### config.mk
export PLATFORM = sky130hd
export DESIGN_NAME = alu_seq_flat
export DESIGN_NICKNAME = d
export VERILOG_FILES = /design/src/rtl/alu_pkg.sv /design/src/rtl/alu_seq_if.sv /design/src/rtl/alu_mul_iter.sv /design/src/rtl/alu_seq.sv /design/src/flat_wrapper.sv
export SDC_FILE = /design/constraint.sdc
export NUM_CORES = 1
export LEC_CHECK = 0
export ABC_AREA = 1
export BUFFER_PORTS_ARGS = -buffer_cell sky130_fd_sc_hd__buf_2
export CELL_PAD_IN_SITES_DETAIL_PLACEMENT = 0
export CELL_PAD_IN_SITES_GLOBAL_PLACEMENT = 1
export CORE_MARGIN = 5
export CORE_UTILIZATION = 47
export CTS_CLUSTER_DIAMETER = 150
export DETAILED_ROUTE_END_ITERATION = 7
export GPL_TIMING_DRIVEN = 0
export MAX_ROUTING_LAYER = met4
export PLACE_DENSITY_LB_ADDON = 0.1
export RECOVER_POWER = 100
export SYNTH_ARGS = -nofsm -noshare
export SYNTH_HDL_FRONTEND = slang
export SYNTH_HIERARCHICAL = 1
export SYNTH_SLANG_ARGS = --single-unit
export TNS_END_PERCENT = 20
### constraint.sdc
create_clock -name clk -period 3.5 [get_ports clk]
set_clock_uncertainty 0.1 [all_clocks]
set_input_delay 0.7 -clock clk [delete_from_list [all_inputs] [get_ports clk]]
set_output_delay 0.7 -clock clk [all_outputs]
set_load 0.01 [all_outputs]
### src/rtl/alu_pkg.sv
// Shared definitions for the registered ALU: opcode map, FSM state encoding
// and the fixed flag values used where an op does not produce a carry.
package alu_pkg;

    localparam logic [2:0] OP_ADD  = 3'b000;
    localparam logic [2:0] OP_SUB  = 3'b001;
    localparam logic [2:0] OP_AND  = 3'b010;
    localparam logic [2:0] OP_OR   = 3'b011;
    localparam logic [2:0] OP_XOR  = 3'b100;
    localparam logic [2:0] OP_SLTU = 3'b101;
    localparam logic [2:0] OP_MUL  = 3'b110;
    localparam logic [2:0] OP_SRL  = 3'b111;

    typedef enum logic [1:0] {
        S_IDLE = 2'd0,
        S_MUL  = 2'd1,
        S_DONE = 2'd2
    } state_t;

    // Logic ops, SLTU and SRL never report a carry.
    localparam logic CARRY_NONE = 1'b0;
    // Reset value of every result flag.
    localparam logic FLAG_RESET = 1'b0;

endpackage

### src/rtl/alu_seq_if.sv
// Operand-issue and result-writeback handshake bundle for alu_seq.
interface alu_seq_if #(
    parameter int WIDTH = 4,
    parameter int OPW   = 3
);
    logic             in_valid;
    logic             in_ready;
    logic [WIDTH-1:0] inA;
    logic [WIDTH-1:0] inB;
    logic [OPW-1:0]   op;
    logic             out_valid;
    logic             out_ready;
    logic [WIDTH-1:0] ans;
    logic             carry;
    logic             zero;

    modport master (
        output in_valid, inA, inB, op, out_ready,
        input  in_ready, out_valid, ans, carry, zero
    );

    modport slave (
        input  in_valid, inA, inB, op, out_ready,
        output in_ready, out_valid, ans, carry, zero
    );
endinterface

### src/rtl/alu_mul_iter.sv
// Iterative shift-add multiplier: one multiplier bit per cycle, WIDTH cycles,
// full 2*WIDTH product; done is asserted for one cycle once the count expires.
module alu_mul_iter
    import alu_pkg::*;
#(
    parameter int WIDTH = 4
) (
    input  logic               clk,
    input  logic               reset,
    input  logic               start,
    input  logic [WIDTH-1:0]   a,
    input  logic [WIDTH-1:0]   b,
    output logic               busy,
    output logic               done,
    output logic [2*WIDTH-1:0] product
);
    localparam int CW = $clog2(WIDTH + 1);

    logic [CW-1:0]      cnt_q;
    logic [2*WIDTH-1:0] acc_q;
    logic [2*WIDTH-1:0] mcand_q;
    logic [WIDTH-1:0]   mplier_q;
    logic               busy_q;

    always_ff @(posedge clk or posedge reset) begin
        if (reset) begin
            cnt_q    <= '0;
            acc_q    <= '0;
            mcand_q  <= '0;
            mplier_q <= '0;
            busy_q   <= FLAG_RESET;
        end else if (start) begin
            cnt_q    <= CW'(WIDTH);
            acc_q    <= '0;
            mcand_q  <= {{WIDTH{1'b0}}, a};
            mplier_q <= b;
            busy_q   <= 1'b1;
        end else if (busy_q) begin
            if (cnt_q != '0) begin
                if (mplier_q[0])
                    acc_q <= acc_q + mcand_q;
                mcand_q  <= mcand_q << 1;
                mplier_q <= mplier_q >> 1;
                cnt_q    <= cnt_q - CW'(1);
            end else begin
                busy_q <= 1'b0;
            end
        end
    end

    assign busy    = busy_q;
    assign done    = busy_q && (cnt_q == '0);
    assign product = acc_q;

endmodule

### src/rtl/alu_seq.sv
// Registered ALU with carry/zero flags, iterative multiply and valid/ready
// handshakes on both sides; one operation in flight at a time.
module alu_seq
    import alu_pkg::*;
#(
    parameter int WIDTH = 4,
    parameter int OPW   = 3
) (
    input  logic     clk,
    input  logic     reset,
    alu_seq_if.slave bus
);
    localparam int SHW = $clog2(WIDTH);

    typedef struct packed {
        logic [WIDTH-1:0] ans;
        logic             carry;
    } res_t;

    function automatic res_t alu_eval(input logic [OPW-1:0] op,
                                      input logic [WIDTH-1:0] a,
                                      input logic [WIDTH-1:0] b);
        res_t           r;
        logic [WIDTH:0] wide;
        r.ans   = '0;
        r.carry = CARRY_NONE;
        wide    = '0;
        case (op)
            OP_ADD: begin
                wide    = {1'b0, a} + {1'b0, b};
                r.ans   = wide[WIDTH-1:0];
                r.carry = wide[WIDTH];
            end
            OP_SUB: begin
                // Bit WIDTH of the widened difference is the borrow.
                wide    = {1'b0, a} - {1'b0, b};
                r.ans   = wide[WIDTH-1:0];
                r.carry = wide[WIDTH];
            end
            OP_AND:  r.ans    = a & b;
            OP_OR:   r.ans    = a | b;
            OP_XOR:  r.ans    = a ^ b;
            OP_SLTU: r.ans[0] = (a < b);
            OP_SRL:  r.ans    = a >> b[SHW-1:0];
            default: r.ans    = '0;
        endcase
        return r;
    endfunction

    state_t             state_q, state_d;
    logic               in_ready_c;
    logic               accept;
    logic               is_mul;
    logic               mul_start;
    logic               mul_busy;
    logic               mul_done;
    logic [2*WIDTH-1:0] mul_product;
    res_t               alu_res;

    logic [WIDTH-1:0]   ans_p1;
    logic               carry_p1;
    logic               zero_p1;
    logic               vld_p1;

    assign is_mul  = (bus.op == OP_MUL);
    assign accept  = bus.in_valid && in_ready_c;
    assign alu_res = alu_eval(bus.op, bus.inA, bus.inB);

    alu_mul_iter #(.WIDTH(WIDTH)) u_mul (
        .clk     (clk),
        .reset   (reset),
        .start   (mul_start),
        .a       (bus.inA),
        .b       (bus.inB),
        .busy    (mul_busy),
        .done    (mul_done),
        .product (mul_product)
    );

    always_ff @(posedge clk or posedge reset) begin
        if (reset) state_q <= S_IDLE;
        else       state_q <= state_d;
    end

    always_comb begin
        state_d = state_q;
        case (state_q)
            S_IDLE: if (accept) state_d = is_mul ? S_MUL : S_DONE;
            S_MUL: begin
                if (mul_done)       state_d = S_DONE;
                else if (!mul_busy) state_d = S_IDLE;
            end
            S_DONE: begin
                if (accept)             state_d = is_mul ? S_MUL : S_DONE;
                else if (bus.out_ready) state_d = S_IDLE;
            end
            default: state_d = S_IDLE;
        endcase
    end

    always_comb begin
        in_ready_c = 1'b0;
        case (state_q)
            S_IDLE:  in_ready_c = 1'b1;
            S_DONE:  in_ready_c = bus.out_ready;
            default: in_ready_c = 1'b0;
        endcase
        mul_start = accept && is_mul;
    end

    // Result stage: single-cycle ops load on accept, MUL loads when the multiplier finishes.
    always_ff @(posedge clk or posedge reset) begin
        if (reset) begin
            ans_p1   <= '0;
            carry_p1 <= FLAG_RESET;
            zero_p1  <= FLAG_RESET;
            vld_p1   <= 1'b0;
        end else begin
            vld_p1 <= (state_d == S_DONE);
            if (accept && !is_mul) begin
                ans_p1   <= alu_res.ans;
                carry_p1 <= alu_res.carry;
                zero_p1  <= (alu_res.ans == '0);
            end else if (state_q == S_MUL && mul_done) begin
                ans_p1   <= mul_product[WIDTH-1:0];
                carry_p1 <= |mul_product[2*WIDTH-1:WIDTH];
                zero_p1  <= (mul_product[WIDTH-1:0] == '0);
            end
        end
    end

    assign bus.in_ready  = in_ready_c;
    assign bus.out_valid = vld_p1;
    assign bus.ans       = ans_p1;
    assign bus.carry     = carry_p1;
    assign bus.zero      = zero_p1;

endmodule

### src/flat_wrapper.sv
// flat-port wrapper written by rule: the top's interface ports become plain ports
module alu_seq_flat import alu_pkg::*;
#(
    parameter int WIDTH = 4,
    parameter int OPW   = 3
)
  (clk, reset, bus_in_valid, bus_inA, bus_inB, bus_op, bus_out_ready, bus_in_ready, bus_out_valid, bus_ans, bus_carry, bus_zero);
  alu_seq_if #(.WIDTH(WIDTH), .OPW(OPW)) bus_i ();
  input  logic clk;
  input  logic reset;
  input wire logic [$bits(bus_i.in_valid)-1:0] bus_in_valid;
  input wire logic [$bits(bus_i.inA)-1:0] bus_inA;
  input wire logic [$bits(bus_i.inB)-1:0] bus_inB;
  input wire logic [$bits(bus_i.op)-1:0] bus_op;
  input wire logic [$bits(bus_i.out_ready)-1:0] bus_out_ready;
  output wire logic [$bits(bus_i.in_ready)-1:0] bus_in_ready;
  output wire logic [$bits(bus_i.out_valid)-1:0] bus_out_valid;
  output wire logic [$bits(bus_i.ans)-1:0] bus_ans;
  output wire logic [$bits(bus_i.carry)-1:0] bus_carry;
  output wire logic [$bits(bus_i.zero)-1:0] bus_zero;
  assign bus_i.in_valid = bus_in_valid;
  assign bus_i.inA = bus_inA;
  assign bus_i.inB = bus_inB;
  assign bus_i.op = bus_op;
  assign bus_i.out_ready = bus_out_ready;
  assign bus_in_ready = bus_i.in_ready;
  assign bus_out_valid = bus_i.out_valid;
  assign bus_ans = bus_i.ans;
  assign bus_carry = bus_i.carry;
  assign bus_zero = bus_i.zero;
  alu_seq #(.WIDTH(WIDTH), .OPW(OPW)) u_core (.clk(clk), .reset(reset), .bus(bus_i));
endmodule
Word-level counts from Yosys, hierarchy flattened
Index checks and enable logic that the tools add are counted. W data, S select, Z words.

Add/sub/neg operators: 4. $lt $le $gt $ge: 1. Equal/unequal tests: 10. Shifts and indexed selects: 1. Multiplexer cells: 33. Bitwise logic cells: 3. Reduce and logical (&&, ||, !) cells: 19.

Operator list (number): $mux W8 (7); $mux W4 (5); $pmux W3 S6 (1); $eq A3 B3 Y1 const B (4); $mux W2 (6); $mux W3 (3); $add A8 B8 Y8 (1); $logic_not A4 Y1 (2); $reduce_bool A2 Y1 (4); $mux W1 (7); $pmux W1 S7 (1); $eq A3 B2 Y1 const B (2); $logic_not A3 Y1 (2); $pmux W2 S3 (1); $add A4 B4 Y5 (1); $logic_and A1 B1 Y1 (5); $sub A4 B4 Y5 (1); $and A4 B4 Y4 (1); $eq A2 B2 Y1 const B (2); $lt A4 B4 Y1 (1); $or A4 B4 Y4 (1); $pmux W1 S2 (2); $reduce_or A4 Y1 (1); $shr A4 B2 Y4 (1); other kinds (9) (9).

Register bits: 33. Output and inout port bits: 8. Logic and storage cells: 81.

Longest topological paths before layout
Word-level depth: 6. Gate-level depth with buffers: 13.

Modules after synthesis
Netlist, hierarchy kept.

By module, submodules not included: alu_mul_iter (instances 1, cells each 158, area each 1360.1 µm², seq. area each 600.6 µm²); alu_seq (instances 1, cells each 185, area each 1152.4 µm², seq. area each 225.2 µm²).

Worst setup path before layout
Ideal clock, no wire load.

Path kind: input-to-reg. Start: input port bus_out_ready. End: register u_core.u_mul.mcand_q[1]. Library setup time: 127 ps. Arrival: 1897 ps. Path slack: 1377 ps. Stages: 9. Path buffers: 0. Cell sequence: nor2_2 > nor2_2 > nand2_2 > nor2_1 > inv_2 > nand2_4 > inv_2 > a22oi_1 > o21ai_1.

Word-level cells in the longest chain between the ends: 5. Elaborated cells between the ends (all ways): 7. Classes of those cells: mux: 2; reduce/logical: 5.

Ends and longest elaborated chain: start, declared (RTL line flat_wrapper.sv:15) `input wire logic [$bits(bus_i.out_ready)-1:0] bus_out_ready;`; $pmux W1 S2 (*) (RTL line alu_seq.sv:103) `case (state_q)`; via bus_in_ready (RTL line flat_wrapper.sv:16) `output wire logic [$bits(bus_i.in_ready)-1:0] bus_in_ready;`; $logic_and A1 B1 Y1 (*) (RTL line alu_seq.sv:66) `assign accept = bus.in_valid && in_ready_c;`; $logic_and A1 B1 Y1 (*) (RTL line alu_seq.sv:108) `mul_start = accept && is_mul;`; via u_core.mul_start (RTL line alu_seq.sv:54) `logic mul_start;`; $reduce_bool A2 Y1 (no line); $reduce_and A2 Y1 (no line); end signal, assigned (RTL line alu_mul_iter.sv:35) `mcand_q <= {{WIDTH{1'b0}}, a};`; end signal, assigned (RTL line alu_mul_iter.sv:42) `mcand_q <= mcand_q << 1;`; end, declared (RTL line alu_mul_iter.sv:21) `logic [2*WIDTH-1:0] mcand_q;`.

The timed path passes the listed nets; every way through them passes the cells marked *. A chain may end at the register's enable or synchronous reset.

Worst setup path in the final report
Start: input port bus_out_ready. End: register u_core.u_mul.acc_q[3] (netlist: u_core/u_mul/product[3]).

Word-level cells in the longest chain between the ends: 5. Elaborated cells between the ends (all ways): 8. Classes of those cells: mux: 2; reduce/logical: 6.

Ends and longest elaborated chain: $pmux W1 S2 (*) (RTL line alu_seq.sv:103); $logic_and A1 B1 Y1 (*) (RTL line alu_seq.sv:66); $logic_and A1 B1 Y1 (*) (RTL line alu_seq.sv:108); via u_core.mul_start (RTL line alu_seq.sv:54); $reduce_bool A2 Y1 (no line); $reduce_and A3 Y1 (no line); end signal, assigned (RTL line alu_mul_iter.sv:41) `acc_q <= acc_q + mcand_q;`; end, declared (RTL line alu_mul_iter.sv:20) `logic [2*WIDTH-1:0] acc_q;`.

Marked as above.

==> flow_metrics.py <==
metrics = {
    "die": {
        "initial_utilization_pct": 48.9,
        "floorplan.rows": 26,
        "design.die.area_mm2": 0.00691,
        "chipHeight_um": 83.1,
        "core_region_area_mm2": 0.00514,
        "floorplan.io_pins": 23,
        "x_dimension_of_the_die_um": 83.1,
    },
    "placement": {
        "post_placement_cell_area_mm2": 0.00270,
        "gp_routability_congestion": 0.904,
        "post-dp-hpwl_um": 4500,
        "port-buffer-count": 20,
    },
    "setup_path": {
        "timing.rr.end": "u_core/u_mul/product[3]",
        "critical_path_rt_ns": 3.56,
        "reg2reg_from": "u_core/state_q[1]",
        "critical_path_class": "in -> reg",
        "r2r_setup_slack_ns": 0.86,
        "worstSetupStartpointType": "input port",
        "r2r.worst_path.cells": 10,
        "endpoint_kind": "flop",
        "timing.critical_path.arrival_ns": 2.76,
        "worst-path-max-fanout": 9,
    },
    "min_path": {
        "hold_path_class": "in -> async",
    },
    "synth": {
        "synth_xor_xnor_area_share_pct": 0.349,
        "syn_area_per_cell_um2": 7.32,
        "share_of_the_synthesized_area_in_compound_gates_ao_oa_aoi_oai_pct": 11.3,
        "synth_enable_flop_cells": 0,
        "netlist_area_mm2": 0.00251,
        "async_flop_share_pct": 100,
        "yosys_warnings": 6,
        "synth.ff_latch_count": 33,
        "synth.top_cells.by_count": "sky130_fd_sc_hd__nand2_1, sky130_fd_sc_hd__inv_1, sky130_fd_sc_hd__nor2_1",
        "adder_cell_share_of_the_synthesized_area_pct": 12.8,
        "post_synth_main_area_contributors": "sky130_fd_sc_hd__dfrtp_1, sky130_fd_sc_hd__nand2_1, sky130_fd_sc_hd__ha_1",
        "synth_nets": 382,
        "ys.flop_type": "sky130_fd_sc_hd__dfrtp_1",
        "synthDominantCellAreaShare_pct": 32.9,
        "post_synth_and_or_nand_nor_area_fraction_pct": 33.5,
        "synth_largest_area_cell": "sky130_fd_sc_hd__dfrtp_1",
        "post_synth_num_cell_types": 33,
        "synthesis.instances": 343,
        "dominant_combinational_cell_family_by_area_after_synthesis": "simple AND/OR/NAND/NOR gates",
        "post_synth_mux_area_share_pct": 0,
        "post-synth-top-count-cell": "sky130_fd_sc_hd__nand2_1",
        "synth.yosys.seq_area_share_pct": 32.9,
    },
    "run_status": {
        "run_status": "finished, final reports clean",
    },
    "cells_and_area": {
        "area_growth_pct": 10.5,
        "post_route_utilization_pct": 54.0,
        "postLayoutCellArea_mm2": 0.00278,
        "diode_count": 0,
        "post_route_cells_drive_above_1_share_pct": 9.97,
        "finalNetCount": 409,
    },
    "drt": {
        "routed_wirelength_um": 5660,
        "number_of_vias_after_detailed_routing": 2237,
        "drt-wirelength-per-cell_um": 12.8,
        "firstDrtPassIters": 4,
        "drt-initial-drc-count": 75,
        "detail_route.drc_violations": 0,
        "final_antenna_net_count": 0,
        "post_drt_via_cell_ratio": 5.07,
    },
    "clocking": {
        "clock_tree_from_tritoncts": "built",
        "htree_num_levels": 2,
        "cts_num_sinks": 33,
        "cts-resized-gates": 0,
        "cts_made_buffers": 5,
        "cts-hold-fix-buffers": 0,
        "cts_setup_buffers": 0,
        "path_clk_slew_ns": 0.07,
        "insertion_delay_ns": 0.28,
        "clockRootBuffer": "sky130_fd_sc_hd__clkbuf_8",
        "clk_path_buf_depth": 2,
    },
    "global_route": {
        "first_global_vias": 2144,
        "grt_use_total_pct": 17.8,
        "grt_antenna_before_repair": 0,
        "grt-ovfl-total": 0,
        "grt_pass1_wl_um": 9910,
        "maximum_number_of_pins_on_one_net_before_global_route_repair": 25,
    },
    "power_and_ir_drop": {
        "total_leakage_power_nw": 1.49,
        "total_power_mw": 1.82,
        "power.ir.vdd_worst_mv": 0.460,
        "power.density_cell_area_mw_per_mm2": 655,
    },
    "sta": {
        "unrepaired_setup_endpoints_after_global_routing": "no",
        "timing.fmax_ghz": 0.370,
        "fin_crit_sh_pct": 77.3,
        "report.final.slew_viol_count": 0,
        "hold_violations": 0,
        "slew_headroom_pct": 39.2,
        "finalSetupTns_ns": 0,
        "min_period_ns": 2.70,
        "setup_viol_count_final": 0,
        "worstMarginPinSlew_ns": 0.911,
        "hold_slack_ns": 0.264,
    },
    "run": {
        "maxCapViolations": 0,
    },
}
layout by cell type (no fill, tap or decap), drive strengths merged:
cell type / n
o211ai: 5
or2: 2
nand3b: 4
ha: 21
a21oi: 13
o221ai: 3
a22oi: 3
nor2: 44
nand3: 28
and3: 1
o22a: 1
nor4: 1
xor2: 1
fa: 3
buf: 11
nand4: 3
nand2: 97
nor3: 3
clkinv: 1
bufinv: 1
o21ai: 20
a22o: 1
inv: 49
o22ai: 1
dfrtp: 33
clkbuf: 21
layout make-up:
type,instances,area (um2)
Buffer,5,27.5
Inverter,50,200
Fill cell,546,2360
Clock buffer,7,86.3
Timing Repair Buffer,20,85.1
Sequential cell,33,826
Tap cell,70,87.6
Clock inverter,1,30.0
Multi-Input combinational cell,255,1430
registers in the layout (all words and copies together) (netlist names):
signal	cells
u_core/state_q	2
u_core/bus.zero	1
u_core/u_mul/product	8
u_core/bus.out_valid	1
u_core/u_mul/mcand_q	8
u_core/u_mul/mplier_q	4
u_core/bus.carry	1
u_core/u_mul/busy	1
u_core/u_mul/cnt_q	3
u_core/bus.ans	4
worst max path at each step:
| stage | from | end | slack (ns) | depth (start not counted) |
|---|---|---|---|---|
| global placement | bus_out_ready | u_core/u_mul/mplier_q[2] | 0.98 | 10 |
| global route | bus_out_ready | u_core/u_mul/product[3] | 0.55 | 10 |
| finish | bus_out_ready | u_core/u_mul/product[3] | 0.80 | 10 |
| detailed placement | bus_inA[0] | u_core/bus.zero | 0.95 | 13 |
| CTS | bus_inA[0] | u_core/bus.zero | 1.24 | 13 |
| floorplan | bus_out_ready | u_core/u_mul/mcand_q[1] | 1.38 | 9 |
cells by family (layout without fill, tap and decap cells):
group / count (synthesis) / count (layout)
AND/OR/NAND/NOR: 183 / 183
buffers and inverters: 55 / 83
AO/OA/AOI/OAI: 47 / 47
flip-flops: 33 / 33
adder cells (fa/ha/maj): 24 / 24
XOR/XNOR: 1 / 1
power by group:
part	switching, mW	total, mW	leakage [nW]	internal, mW
registers	0.117	0.654	0.428	0.537
logic	0.498	0.794	1.00	0.296
clock network	0.138	0.370	0.0585	0.232
metrics by stage:
stage	cells	worst slack, ns
global placement	433	0.984
floorplan	343	1.38
finish	441	0.795
global route	441	0.549
detailed placement	433	0.951
CTS	441	1.24
layer usage:
metal,track usage (%),part of all wire (%),vias up
met5,-,0,-
met4,4.46,0.72,0
met3,3.27,4.0,4
met2,27.0,45,40
met1,24.7,50,1026
li1,-,-,1167
worst max-delay path, stage by stage:
cell                       delay, ns
sky130_fd_sc_hd__clkbuf_1       0.08
sky130_fd_sc_hd__nor2_1         0.06
sky130_fd_sc_hd__nor2_1         0.12
sky130_fd_sc_hd__nand2_1        0.19
sky130_fd_sc_hd__nor2_1         0.45
sky130_fd_sc_hd__inv_1          0.33
sky130_fd_sc_hd__nand2_1        0.30
sky130_fd_sc_hd__o21ai_1        0.31
sky130_fd_sc_hd__nand2_1        0.13
sky130_fd_sc_hd__o21ai_0        0.09
Power figures use the tool's default switching activity.
